$ cat src/rtl/alu_rf_sequencer_if.sv
// Command channel into alu_rf_sequencer: valid/ready handshake plus the
// register-to-register (or register-immediate) instruction fields.
interface alu_rf_sequencer_if #(
    parameter int unsigned WIDTH  = 4,
    parameter int unsigned ADDR_W = 2
);
    logic              cmd_valid;
    logic              cmd_ready;
    logic [2:0]        cmd_op;
    logic [ADDR_W-1:0] cmd_dst;
    logic [ADDR_W-1:0] cmd_src_a;
    logic [ADDR_W-1:0] cmd_src_b;
    logic              cmd_use_imm;
    logic [WIDTH-1:0]  cmd_imm;

    modport master (
        output cmd_valid, cmd_op, cmd_dst, cmd_src_a, cmd_src_b, cmd_use_imm, cmd_imm,
        input  cmd_ready
    );

    modport slave (
        input  cmd_valid, cmd_op, cmd_dst, cmd_src_a, cmd_src_b, cmd_use_imm, cmd_imm,
        output cmd_ready
    );
endinterface

$ cat src/rtl/alu_rf_sequencer.sv
// Multi-cycle sequencer: reads A then B through the single register-file read
// port, drives the ALU, latches the result and writes it back.
module alu_rf_sequencer #(
    parameter int unsigned WIDTH  = 4,
    parameter int unsigned ADDR_W = 2,
    parameter int unsigned CNT_W  = 8
) (
    input  logic              clk,
    input  logic              reset,
    alu_rf_sequencer_if.slave cmd,
    output logic [ADDR_W-1:0] rf_rd_addr,
    input  logic [WIDTH-1:0]  rf_rd_data,
    output logic [ADDR_W-1:0] rf_we_addr,
    output logic [WIDTH-1:0]  rf_we_data,
    output logic              rf_we,
    output logic [WIDTH-1:0]  alu_a,
    output logic [WIDTH-1:0]  alu_b,
    output logic [2:0]        alu_control,
    input  logic [WIDTH-1:0]  alu_res,
    output logic              done,
    output logic              err,
    output logic [WIDTH-1:0]  result,
    output logic [CNT_W-1:0]  retired
);
    localparam int unsigned OP_W = 3;

    localparam logic [2:0] IDLE   = 3'd0;
    localparam logic [2:0] READ_A = 3'd1;
    localparam logic [2:0] READ_B = 3'd2;
    localparam logic [2:0] EXEC   = 3'd3;
    localparam logic [2:0] WRITE  = 3'd4;

    localparam logic [OP_W-1:0] OP_ILLEGAL = 3'b111;

    logic [2:0]        state;
    logic [2:0]        state_nxt;

    logic [OP_W-1:0]   op_q;
    logic [ADDR_W-1:0] dst_q;
    logic [ADDR_W-1:0] src_a_q;
    logic [ADDR_W-1:0] src_b_q;
    logic              use_imm_q;
    logic [WIDTH-1:0]  imm_q;
    logic [WIDTH-1:0]  opa;
    logic [WIDTH-1:0]  opb;

    // Only IDLE accepts; gating with reset keeps ready low while reset is held.
    assign cmd.cmd_ready = (state == IDLE) && !reset;

    always_ff @(posedge clk or posedge reset) begin
        if (reset) begin
            state <= IDLE;
        end else begin
            state <= state_nxt;
        end
    end

    // Next state plus all state-decoded outputs; everything idles at 0.
    always_comb begin
        state_nxt   = state;
        rf_rd_addr  = '0;
        rf_we_addr  = '0;
        rf_we_data  = '0;
        rf_we       = 1'b0;
        alu_a       = '0;
        alu_b       = '0;
        alu_control = '0;
        done        = 1'b0;
        err         = 1'b0;
        case (state)
            IDLE: begin
                if (cmd.cmd_valid) begin
                    state_nxt = READ_A;
                end
            end
            READ_A: begin
                rf_rd_addr = src_a_q;
                state_nxt  = use_imm_q ? EXEC : READ_B;
            end
            READ_B: begin
                rf_rd_addr = src_b_q;
                state_nxt  = EXEC;
            end
            EXEC: begin
                alu_a       = opa;
                alu_b       = opb;
                alu_control = op_q;
                state_nxt   = WRITE;
            end
            WRITE: begin
                rf_we_addr = dst_q;
                rf_we_data = result;
                rf_we      = (op_q != OP_ILLEGAL);
                done       = 1'b1;
                err        = (op_q == OP_ILLEGAL);
                state_nxt  = IDLE;
            end
            default: begin
                state_nxt = IDLE;
            end
        endcase
    end

    // Command latch, operand capture, result latch and retire counter.
    always_ff @(posedge clk or posedge reset) begin
        if (reset) begin
            op_q      <= '0;
            dst_q     <= '0;
            src_a_q   <= '0;
            src_b_q   <= '0;
            use_imm_q <= 1'b0;
            imm_q     <= '0;
            opa       <= '0;
            opb       <= '0;
            result    <= '0;
            retired   <= '0;
        end else begin
            case (state)
                IDLE: begin
                    if (cmd.cmd_valid) begin
                        op_q      <= cmd.cmd_op;
                        dst_q     <= cmd.cmd_dst;
                        src_a_q   <= cmd.cmd_src_a;
                        src_b_q   <= cmd.cmd_src_b;
                        use_imm_q <= cmd.cmd_use_imm;
                        imm_q     <= cmd.cmd_imm;
                    end
                end
                READ_A: begin
                    opa <= rf_rd_data;
                    if (use_imm_q) begin
                        opb <= imm_q;
                    end
                end
                READ_B: begin
                    opb <= rf_rd_data;
                end
                EXEC: begin
                    result <= alu_res;
                end
                WRITE: begin
                    if (op_q != OP_ILLEGAL) begin
                        retired <= retired + CNT_W'(1);
                    end
                end
                default: begin
                end
            endcase
        end
    end
endmodule

$ cat src/flat_wrapper.sv
// flat-port wrapper written by rule: the top's interface ports become plain ports
module alu_rf_sequencer_flat 
#(
    parameter int unsigned WIDTH  = 4,
    parameter int unsigned ADDR_W = 2,
    parameter int unsigned CNT_W  = 8
)
  (clk, reset, rf_rd_addr, rf_rd_data, rf_we_addr, rf_we_data, rf_we, alu_a, alu_b, alu_control, alu_res, done, err, result, retired, cmd_cmd_valid, cmd_cmd_op, cmd_cmd_dst, cmd_cmd_src_a, cmd_cmd_src_b, cmd_cmd_use_imm, cmd_cmd_imm, cmd_cmd_ready);
  alu_rf_sequencer_if #(.WIDTH(WIDTH), .ADDR_W(ADDR_W)) cmd_i ();
  input  logic clk;
  input  logic reset;
  output logic [ADDR_W-1:0] rf_rd_addr;
  input  logic [WIDTH-1:0] rf_rd_data;
  output logic [ADDR_W-1:0] rf_we_addr;
  output logic [WIDTH-1:0] rf_we_data;
  output logic rf_we;
  output logic [WIDTH-1:0] alu_a;
  output logic [WIDTH-1:0] alu_b;
  output logic [2:0] alu_control;
  input  logic [WIDTH-1:0] alu_res;
  output logic done;
  output logic err;
  output logic [WIDTH-1:0] result;
  output logic [CNT_W-1:0] retired;
  input wire logic [$bits(cmd_i.cmd_valid)-1:0] cmd_cmd_valid;
  input wire logic [$bits(cmd_i.cmd_op)-1:0] cmd_cmd_op;
  input wire logic [$bits(cmd_i.cmd_dst)-1:0] cmd_cmd_dst;
  input wire logic [$bits(cmd_i.cmd_src_a)-1:0] cmd_cmd_src_a;
  input wire logic [$bits(cmd_i.cmd_src_b)-1:0] cmd_cmd_src_b;
  input wire logic [$bits(cmd_i.cmd_use_imm)-1:0] cmd_cmd_use_imm;
  input wire logic [$bits(cmd_i.cmd_imm)-1:0] cmd_cmd_imm;
  output wire logic [$bits(cmd_i.cmd_ready)-1:0] cmd_cmd_ready;
  assign cmd_i.cmd_valid = cmd_cmd_valid;
  assign cmd_i.cmd_op = cmd_cmd_op;
  assign cmd_i.cmd_dst = cmd_cmd_dst;
  assign cmd_i.cmd_src_a = cmd_cmd_src_a;
  assign cmd_i.cmd_src_b = cmd_cmd_src_b;
  assign cmd_i.cmd_use_imm = cmd_cmd_use_imm;
  assign cmd_i.cmd_imm = cmd_cmd_imm;
  assign cmd_cmd_ready = cmd_i.cmd_ready;
  alu_rf_sequencer #(.WIDTH(WIDTH), .ADDR_W(ADDR_W), .CNT_W(CNT_W)) u_core (.clk(clk), .reset(reset), .cmd(cmd_i), .rf_rd_addr(rf_rd_addr), .rf_rd_data(rf_rd_data), .rf_we_addr(rf_we_addr), .rf_we_data(rf_we_data), .rf_we(rf_we), .alu_a(alu_a), .alu_b(alu_b), .alu_control(alu_control), .alu_res(alu_res), .done(done), .err(err), .result(result), .retired(retired));
endmodule
$ cat config.mk
export PLATFORM = sky130hd
export DESIGN_NAME = alu_rf_sequencer_flat
export DESIGN_NICKNAME = d
export VERILOG_FILES = /design/src/rtl/alu_rf_sequencer_if.sv /design/src/rtl/alu_rf_sequencer.sv /design/src/flat_wrapper.sv
export SDC_FILE = /design/constraint.sdc
export NUM_CORES = 1
export LEC_CHECK = 0
export CAP_MARGIN = 20
export CORE_ASPECT_RATIO = 1.5
export CORE_MARGIN = 1
export CORE_UTILIZATION = 52
export DETAILED_ROUTE_END_ITERATION = 10
export DONT_BUFFER_PORTS = 1
export PLACE_DENSITY = 0.66
export SYNTH_ARGS = -nofsm -noshare
export SYNTH_HDL_FRONTEND = slang
export SYNTH_SLANG_ARGS = --single-unit
$ cat constraint.sdc
create_clock -name clk -period 4.4 [get_ports clk]
set_input_delay 0.44 -clock clk [delete_from_list [all_inputs] [get_ports clk]]
set_output_delay 0.44 -clock clk [all_outputs]
set_load 0.01 [all_outputs]
After elaboration in Yosys (flattened, before gate mapping)
Cells that the tools add are included.
{"block": "classes", "muxes": 14, "order_cmp": 0, "shifts": 0, "n_reduce_logical": 7, "bitwise": 0, "add_sub_neg": 1, "multipliers": 0, "div_mod_pow": 0, "eq_ne": 8}
{"op": "4-bit two-way mux", "count": 4}
{"op": "3-bit one-hot mux with 4 select lines", "count": 1}
{"op": "8-bit by 1-bit adder with 8-bit output (second input constant)", "count": 1}
{"op": "4-bit one-hot mux with 2 select lines", "count": 1}
{"op": "3-bit by 2-bit == test with 1-bit output (second input constant)", "count": 2}
{"op": "3-bit == test (second input constant)", "count": 2}
{"op": "3-bit two-way mux", "count": 2}
{"op": "2-bit AND reduction", "count": 3}
{"op": "1-bit two-way mux", "count": 4}
{"op": "2-bit one-hot mux with 2 select lines", "count": 1}
{"op": "3-bit by 1-bit == test with 1-bit output (second input constant)", "count": 1}
{"op": "3-bit zero test", "count": 1}
{"op": "3-bit inequality test (second input constant)", "count": 1}
{"op": "2-bit two-way mux", "count": 1}
{"op": "2-bit by 1-bit inequality test with 1-bit output (second input constant)", "count": 1}
{"op": "2-bit inequality test (second input constant)", "count": 1}
{"op": "2-bit nonzero test", "count": 1}
{"op": "1-bit logical AND", "count": 1}
{"op": "1-bit zero test", "count": 1}
{"block": "totals", "regBits": 37, "ram_bits": 0, "memories": 0, "latch_bits": 0, "inputBits": 25, "mem_bits_ro": 0}

Longest topological paths before layout
Gate-level depths: netlist of the first run.
{"block": "depth", "depth_word": 3, "depth_mapped": 5, "mapped_depth_nobuf": 3}

Worst setup path before layout of the first run
No wires, ideal clock.
{"block": "synth_path", "kind": "register to output", "startpoint": "register u_core.state[0]", "endpoint": "output port err", "arrival_time_ps": 1196, "stages_incl_launch_ff": 6, "path_slack_ps": 2764, "path_cell_list": "dfrtp_1 buf_6 nor3b_4 buf_2 inv_1 nor2_1"}
{"block": "synth_between", "elab_chain_len": 2}
{"item": "from (decl)", "line": "alu_rf_sequencer.sv:35", "rtl": "logic [2:0] state;"}
{"item": "from (signal assigned)", "line": "alu_rf_sequencer.sv:54", "rtl": "state <= state_nxt;"}
{"item": "3-bit == test", "line": "alu_rf_sequencer.sv:70", "rtl": "case (state)"}
{"item": "1-bit two-way mux", "line": "alu_rf_sequencer.sv:70"}
{"item": "to (decl)", "line": "flat_wrapper.sv:22", "rtl": "output logic err;"}
No other way between the ends.

Worst setup path in the final report of the first run
{"block": "layout_path", "startpoint": "register u_core.state[2]", "endpoint": "output port rf_we"}
{"block": "layout_between", "elab_chain_len": 2}
{"item": "3-bit == test", "line": "alu_rf_sequencer.sv:70"}
{"item": "1-bit two-way mux", "line": "alu_rf_sequencer.sv:70"}
{"item": "to (decl)", "line": "flat_wrapper.sv:16", "rtl": "output logic rf_we;"}
No other way between the ends.

==> run metrics, run 1 <==
WP buf/inv 1; status complete, no violations; total number of vias 1,006; Placeable Area 3222 um2; Pre-antenna DRT Iters 2; # diodes 0; Yosys top cell by area dfrtp_1; Post-Route WL 3218 um; final hold violations 0; GRT overflow 0; Starting Density 55.61%; finished layout cell area 1887 um2; Die Area 3689 um2; Die Y 73.89 um; Final Max Slew Viols 0; via/cell ratio 5.782; Tcrit/Tclk final 52.07%; DR WL/cell 18.49 um; Reg2Reg Depth 3; r2r startpoint u_core.state[2]$_DFFE_PP0P_; syn_nets 157; async set or reset register ratio after synthesis 100.0%; number of gates resized after CTS 0; syn avg cell area 13.68 um2; #FFs+latches synth 37; Reg2Reg Setup Slack 2560 ps; leading post-synthesis cells by cell area dfrtp_1 (52%), mux2_2 (13%), mux2_4 (8.4%); Slew @ Worst Pin 647.8 ps; maximum VDD drop 0.4180 mV; Sum Neg Setup Slack 0 ps; number of I/O pins 60; Placement Rows 25; Seq/Total Area, Yosys 51.68%; Max Fclk 0.4364 GHz; Syn Inst Count 131; Final Critical Period 2291 ps; Slowest cell on crit path nor3b_4; Die W 49.93 um; P&R area growth vs syn 5.307%; Critical Path End Type primary output; post-synth top area share 51.68%; critical path required time 3960 ps; htree depth 2; Max Cap Violations 0; CTS tree yes; Crit Path Class reg -> out; Post-CTS Setup Bufs 0; nets@finish 159; Slew headroom 56.77%; CP top delay family simple AND/OR/NAND/NOR gates; Hold Crit Class in -> async; Hold Buf Count CTS 0; Yosys warning count 0; Port Buffers 0; routability cong. 0.7319; Worst Path Max Fanout 15; layout cell share with drive strength beyond 1 33.58%; final setup vio count 0; skew final 6.931 ps; CP startpoint kind flip-flop; sequence of cells on the critical path nor3b_4 -> nand2_1 -> inv_1; main flop type after synthesis dfrtp_1; clock-pin slew on the worst setup and hold paths 70 ps; Max stage delay on crit path 640 ps; clk sinks 37; Area after DPL 1789 um2; Longest Clk Path Bufs 2; GR Util All Layers 19.44%; Lkg Pwr 0.8281 nW; dpl hpwl 2225 um; vias in the first global route 1,031; Pwr Density 724.2 nW/um2; mapped cell area 1792 um2; Critical Path AT 1850 ps; drt drc 0; root buffer cell clkbuf_8; Final ANT Viol Nets 0; RSZ-0062 raised after global routing no; number of DRC markers in iteration 0 6; first-pass GRT wire length 5071 um; number of library cell types mapped by synthesis 29; Worst-Skew Late Latency 290 ps; initial antenna violation count 0; Setup WS post-layout 2109 ps; largest net degree at the start of global routing 38; number of synthesized flops with an enable pin 0; dpl ws 2268 ps; Crit Reg-Reg Endpoint u_core.retired[1]$_DFFE_PP0P_; total CTS buffers 5
sequential cells by signal, indices dropped and copies added, names as in the netlist:
register and flops:
u_core.imm_q 4, u_core.retired 8, u_core.op_q 3, u_core.use_imm_q 1
u_core.opb 4, u_core.state 3, u_core.src_b_q 2, u_core.result 4
u_core.opa 4, u_core.src_a_q 2, u_core.dst_q 2
cell usage in the layout (no fill, tap or decap), types with 2 or more instances in the layout:
master / n
dfrtp_1: 37
mux2_2: 21
and2_1: 18
mux2_4: 10
xnor2_1: 7
clkbuf_8: 5
nand4_1: 4
nand3_1: 3
inv_1: 3
nor3b_4: 2
a21oi_1: 2
and4_1: 2
and3_1: 2
a22o_1: 2
clkinv_2: 2
Yosys cell counts, types with 2 or more instances:
cell / n
and3_1: 2
nand3_1: 3
buf_6: 2
and4_1: 2
buf_2: 2
dfrtp_1: 37
nand4_1: 4
and2_1: 18
a22o_1: 2
inv_1: 3
nor3b_4: 2
xnor2_1: 7
mux2_4: 10
mux2_2: 21
a21oi_1: 2
power breakdown:
part | total, W | switching, W | leakage, nW | internal, W
logic | 0.000500 | 0.000204 | 0.332 | 0.000297
registers | 0.000642 | 0.000149 | 0.451 | 0.000493
clock network | 0.000224 | 0.000114 | 0.0450 | 0.000110
per-layer routing:
metal  up-vias  part of all wire, %  global-route usage [%]
li1        455                    -                       -
met1       501                   38                   21.10
met2        43                   52                   33.48
met3         7                  7.4                   7.246
met4         0                  1.8                   8.571
met5         -                    0                       0
stage by stage:
step	hold slack, ps	instances	util [%]	power (W)
2_1_floorplan	472.1	131	-	0.001087
3_3_place_gp	464.2	165	55.53	0.001124
3_5_place_dp	465.7	165	55.53	0.001149
4_1_cts	155.9	173	58.10	0.001378
5_1_grt	195.7	174	58.56	0.001460
6_report	141.9	174	58.56	0.001366
logic make-up (layout without fill, tap and decap cells):
logic type	count (synthesis)	in the layout	share of synthesized area [%]
simple gates	40	40	16.69
flops	37	37	51.68
mux	31	31	21.58
buf+inv	10	13	3.980
xor+xnor	7	7	3.422
compound gates	5	5	1.956
fa+ha+maj	1	1	0.6982
worst max-delay path by stage:
stage | start | to | cells after the start
2_1_floorplan | u_core.state[0]$_DFFE_PP0P_ | err | 5
3_3_place_gp | u_core.state[0]$_DFFE_PP0P_ | u_core.use_imm_q$_DFFE_PP0P_ | 2
3_5_place_dp | u_core.state[0]$_DFFE_PP0P_ | u_core.imm_q[2]$_DFFE_PP0P_ | 2
4_1_cts | u_core.state[2]$_DFFE_PP0P_ | rf_we | 3
5_1_grt | u_core.state[2]$_DFFE_PP0P_ | rf_we | 3
6_report | u_core.state[2]$_DFFE_PP0P_ | rf_we | 3
area by class of cell:
| cell class | count | area (um2) |
|---|---|---|
| Multi-Input combinational cell | 84 | 794.5 |
| Fill cell | 284 | 1335 |
| Inverter | 3 | 11.26 |
| Tap cell | 40 | 50.05 |
| Clock buffer | 6 | 72.57 |
| Timing Repair Buffer | 2 | 22.52 |
| Sequential cell | 37 | 925.9 |
| Clock inverter | 2 | 10.01 |
(Power assumes the default switching activity.)
==> run 2: changes to the inputs <==
--- a/config.mk
+++ b/config.mk
@@ -11,7 +11,7 @@
 export CORE_UTILIZATION = 52
 export DETAILED_ROUTE_END_ITERATION = 10
 export DONT_BUFFER_PORTS = 1
-export PLACE_DENSITY = 0.66
+export PLACE_DENSITY = 0.69
 export SYNTH_ARGS = -nofsm -noshare
 export SYNTH_HDL_FRONTEND = slang
 export SYNTH_SLANG_ARGS = --single-unit
==> constraint.sdc (replaced) <==
create_clock -name clk -period 1.9 [get_ports clk]
set_input_delay 0.19 -clock clk [delete_from_list [all_inputs] [get_ports clk]]
set_output_delay 0.19 -clock clk [all_outputs]
set_load 0.01 [all_outputs]
==> run 2 against run 1 <==
  * Setup slack got worse by 2000 ps
  * Power increased by 150%
  * Clock skew shrank 1.6 ps
  * Sequential cell count unchanged
  * Register-to-register slack worse by 2300 ps
  * Wire length rose by 0.68%
  * Critical path depth unchanged
  * First-iteration DRC count up 50%
  * Cell area grew 3.7%
  * Non-clock buffer count is 5 higher
  * Via count is 2.8% higher
  * Sequential share of layout area down 1.6 points
  * Largest cell class unchanged
==> run metrics, run 2 (same netlist as run 1, synthesis figures left out) <==
Tcrit/Tclk final 92.38%; Starting Density 55.61%; CP startpoint kind flip-flop; maximum VDD drop 1.003 mV; root buffer cell clkbuf_8; Final Critical Period 1755 ps; P&R area growth vs syn 9.218%; drt drc 0; final setup vio count 0; largest net degree at the start of global routing 38; Longest Clk Path Bufs 2; Lkg Pwr 0.8621 nW; initial antenna violation count 0; total number of vias 1,034; number of I/O pins 60; Port Buffers 0; dpl hpwl 2310 um; most common cell after layout, fill and taps aside dfrtp_1; htree depth 2; number of DRC markers in iteration 0 9; nets@finish 164; most frequent cells in the layout dfrtp_1 (35), mux2_2 (21), and2_1 (18); vias in the first global route 1,073; CTS tree yes; RSZ-0062 raised after global routing no; Critical Path End Type primary output; status complete, no violations; Die Y 73.89 um; Worst-Skew Late Latency 280 ps; Placeable Area 3222 um2; Die W 49.93 um; Post-Route WL 3240 um; Max Fclk 0.5698 GHz; Critical Path AT 1570 ps; max reg flops 8; Crit Path Class reg -> out; Slew headroom 63.84%; critical path required time 1710 ps; clk sinks 37; Die Area 3689 um2; Max Cap Violations 0; Final ANT Viol Nets 0; layout cell share with drive strength beyond 1 37.41%; via/cell ratio 5.777; Post-CTS Setup Bufs 0; Final Max Slew Viols 0; Slew @ Worst Pin 537.5 ps; Placement Rows 25; final hold violations 0; skew final 5.282 ps; Worst Path Max Fanout 10; Hold Crit Class in -> reg; GRT overflow 0; Pwr Density 1735 nW/um2; routability cong. 0.6953; # diodes 0; Largest Register u_core.retired; clock-pin slew on the worst setup and hold paths 70 ps; first-pass GRT wire length 5175 um; DR WL/cell 18.10 um; Util after Layout 60.74%; Sum Neg Setup Slack 0 ps; total CTS buffers 5; Pre-antenna DRT Iters 4; GR Util All Layers 19.75%
[run 2: cell types whose count changed in the layout (fill, tap and decap cells not counted), sizes merged]
cell / change
clkbuf: +1
bufinv: +1
dlygate4sd3: +1
clkinv: -2
buf: +4
[run 2: worst max-delay path, cell delays in order (launching register included)]
cell and delay (ps):
dfrtp_1 500, and3b_2 420, buf_4 180, and2_1 180
[run 2: final cells by class]
class	instances	area, um2
well taps	40	50.05
inverters	3	11.26
multi-input cells	84	795.8
flip-flops and latches	37	928.4
clock buffers	7	86.33
fillers	273	1265
clock inverters	1	30.03
repair buffers	7	55.05
[run 2: final timing paths]
check | from | to | slack [ps] | cells after the start
max in group asynchronous | reset | u_core.state[1]$_DFFE_PP0P_ | 1110 | 3
setup / recovery | u_core.state[2]$_DFFE_PP0P_ | alu_a[1] | 140 | 3
min in group asynchronous | reset | u_core.retired[2]$_DFFE_PP0P_ | 450 | 3
hold / removal | cmd_cmd_op[0] | u_core.op_q[0]$_DFFE_PP0P_ | 50 | 1
hold reg to reg | u_core.dst_q[0]$_DFFE_PP0P_ | u_core.dst_q[0]$_DFFE_PP0P_ | 510 | 1
setup reg to reg | u_core.state[2]$_DFFE_PP0P_ | u_core.opb[2]$_DFFE_PP0P_ | 240 | 3
[run 2: report_power, final]
group	switching (W)	internal [W]
Sequential	0.000346	0.00115
Clock	0.000264	0.000428
Combinational	0.000491	0.000720
Total	0.00110	0.00229
[run 2: metal layers]
| layer | vias up | wire [um] | track usage, % |
|---|---|---|---|
| met4 | 0 | 40 | 9.524 |
| met1 | 509 | 1244 | 21.27 |
| met2 | 48 | 1728 | 34.53 |
| li1 | 473 | - | - |
| met5 | - | 0 | 0 |
| met3 | 4 | 227 | 6.418 |
[run 2: timing repair]
action	in CTS	in global routing
hold buffers	1	0
resized for setup	1	2
endpoints found under the setup margin	6	3
hold endpoints to repair	37	0
[run 2: per-stage QoR]
step           worst slack [ps]  total power, W  cell area, um2  instances  hold WS [ps]
3_3_place_gp              229.3        0.002656            1827        170         212.9
6_report                  144.9        0.003395            1957        179         51.46
5_1_grt                   28.29        0.003608            1957        179         41.82
3_5_place_dp              155.8        0.002718            1827        170         213.2
2_1_floorplan             378.9        0.002516            1792        131         338.0
4_1_cts                   75.59        0.003430            1954        179         42.14
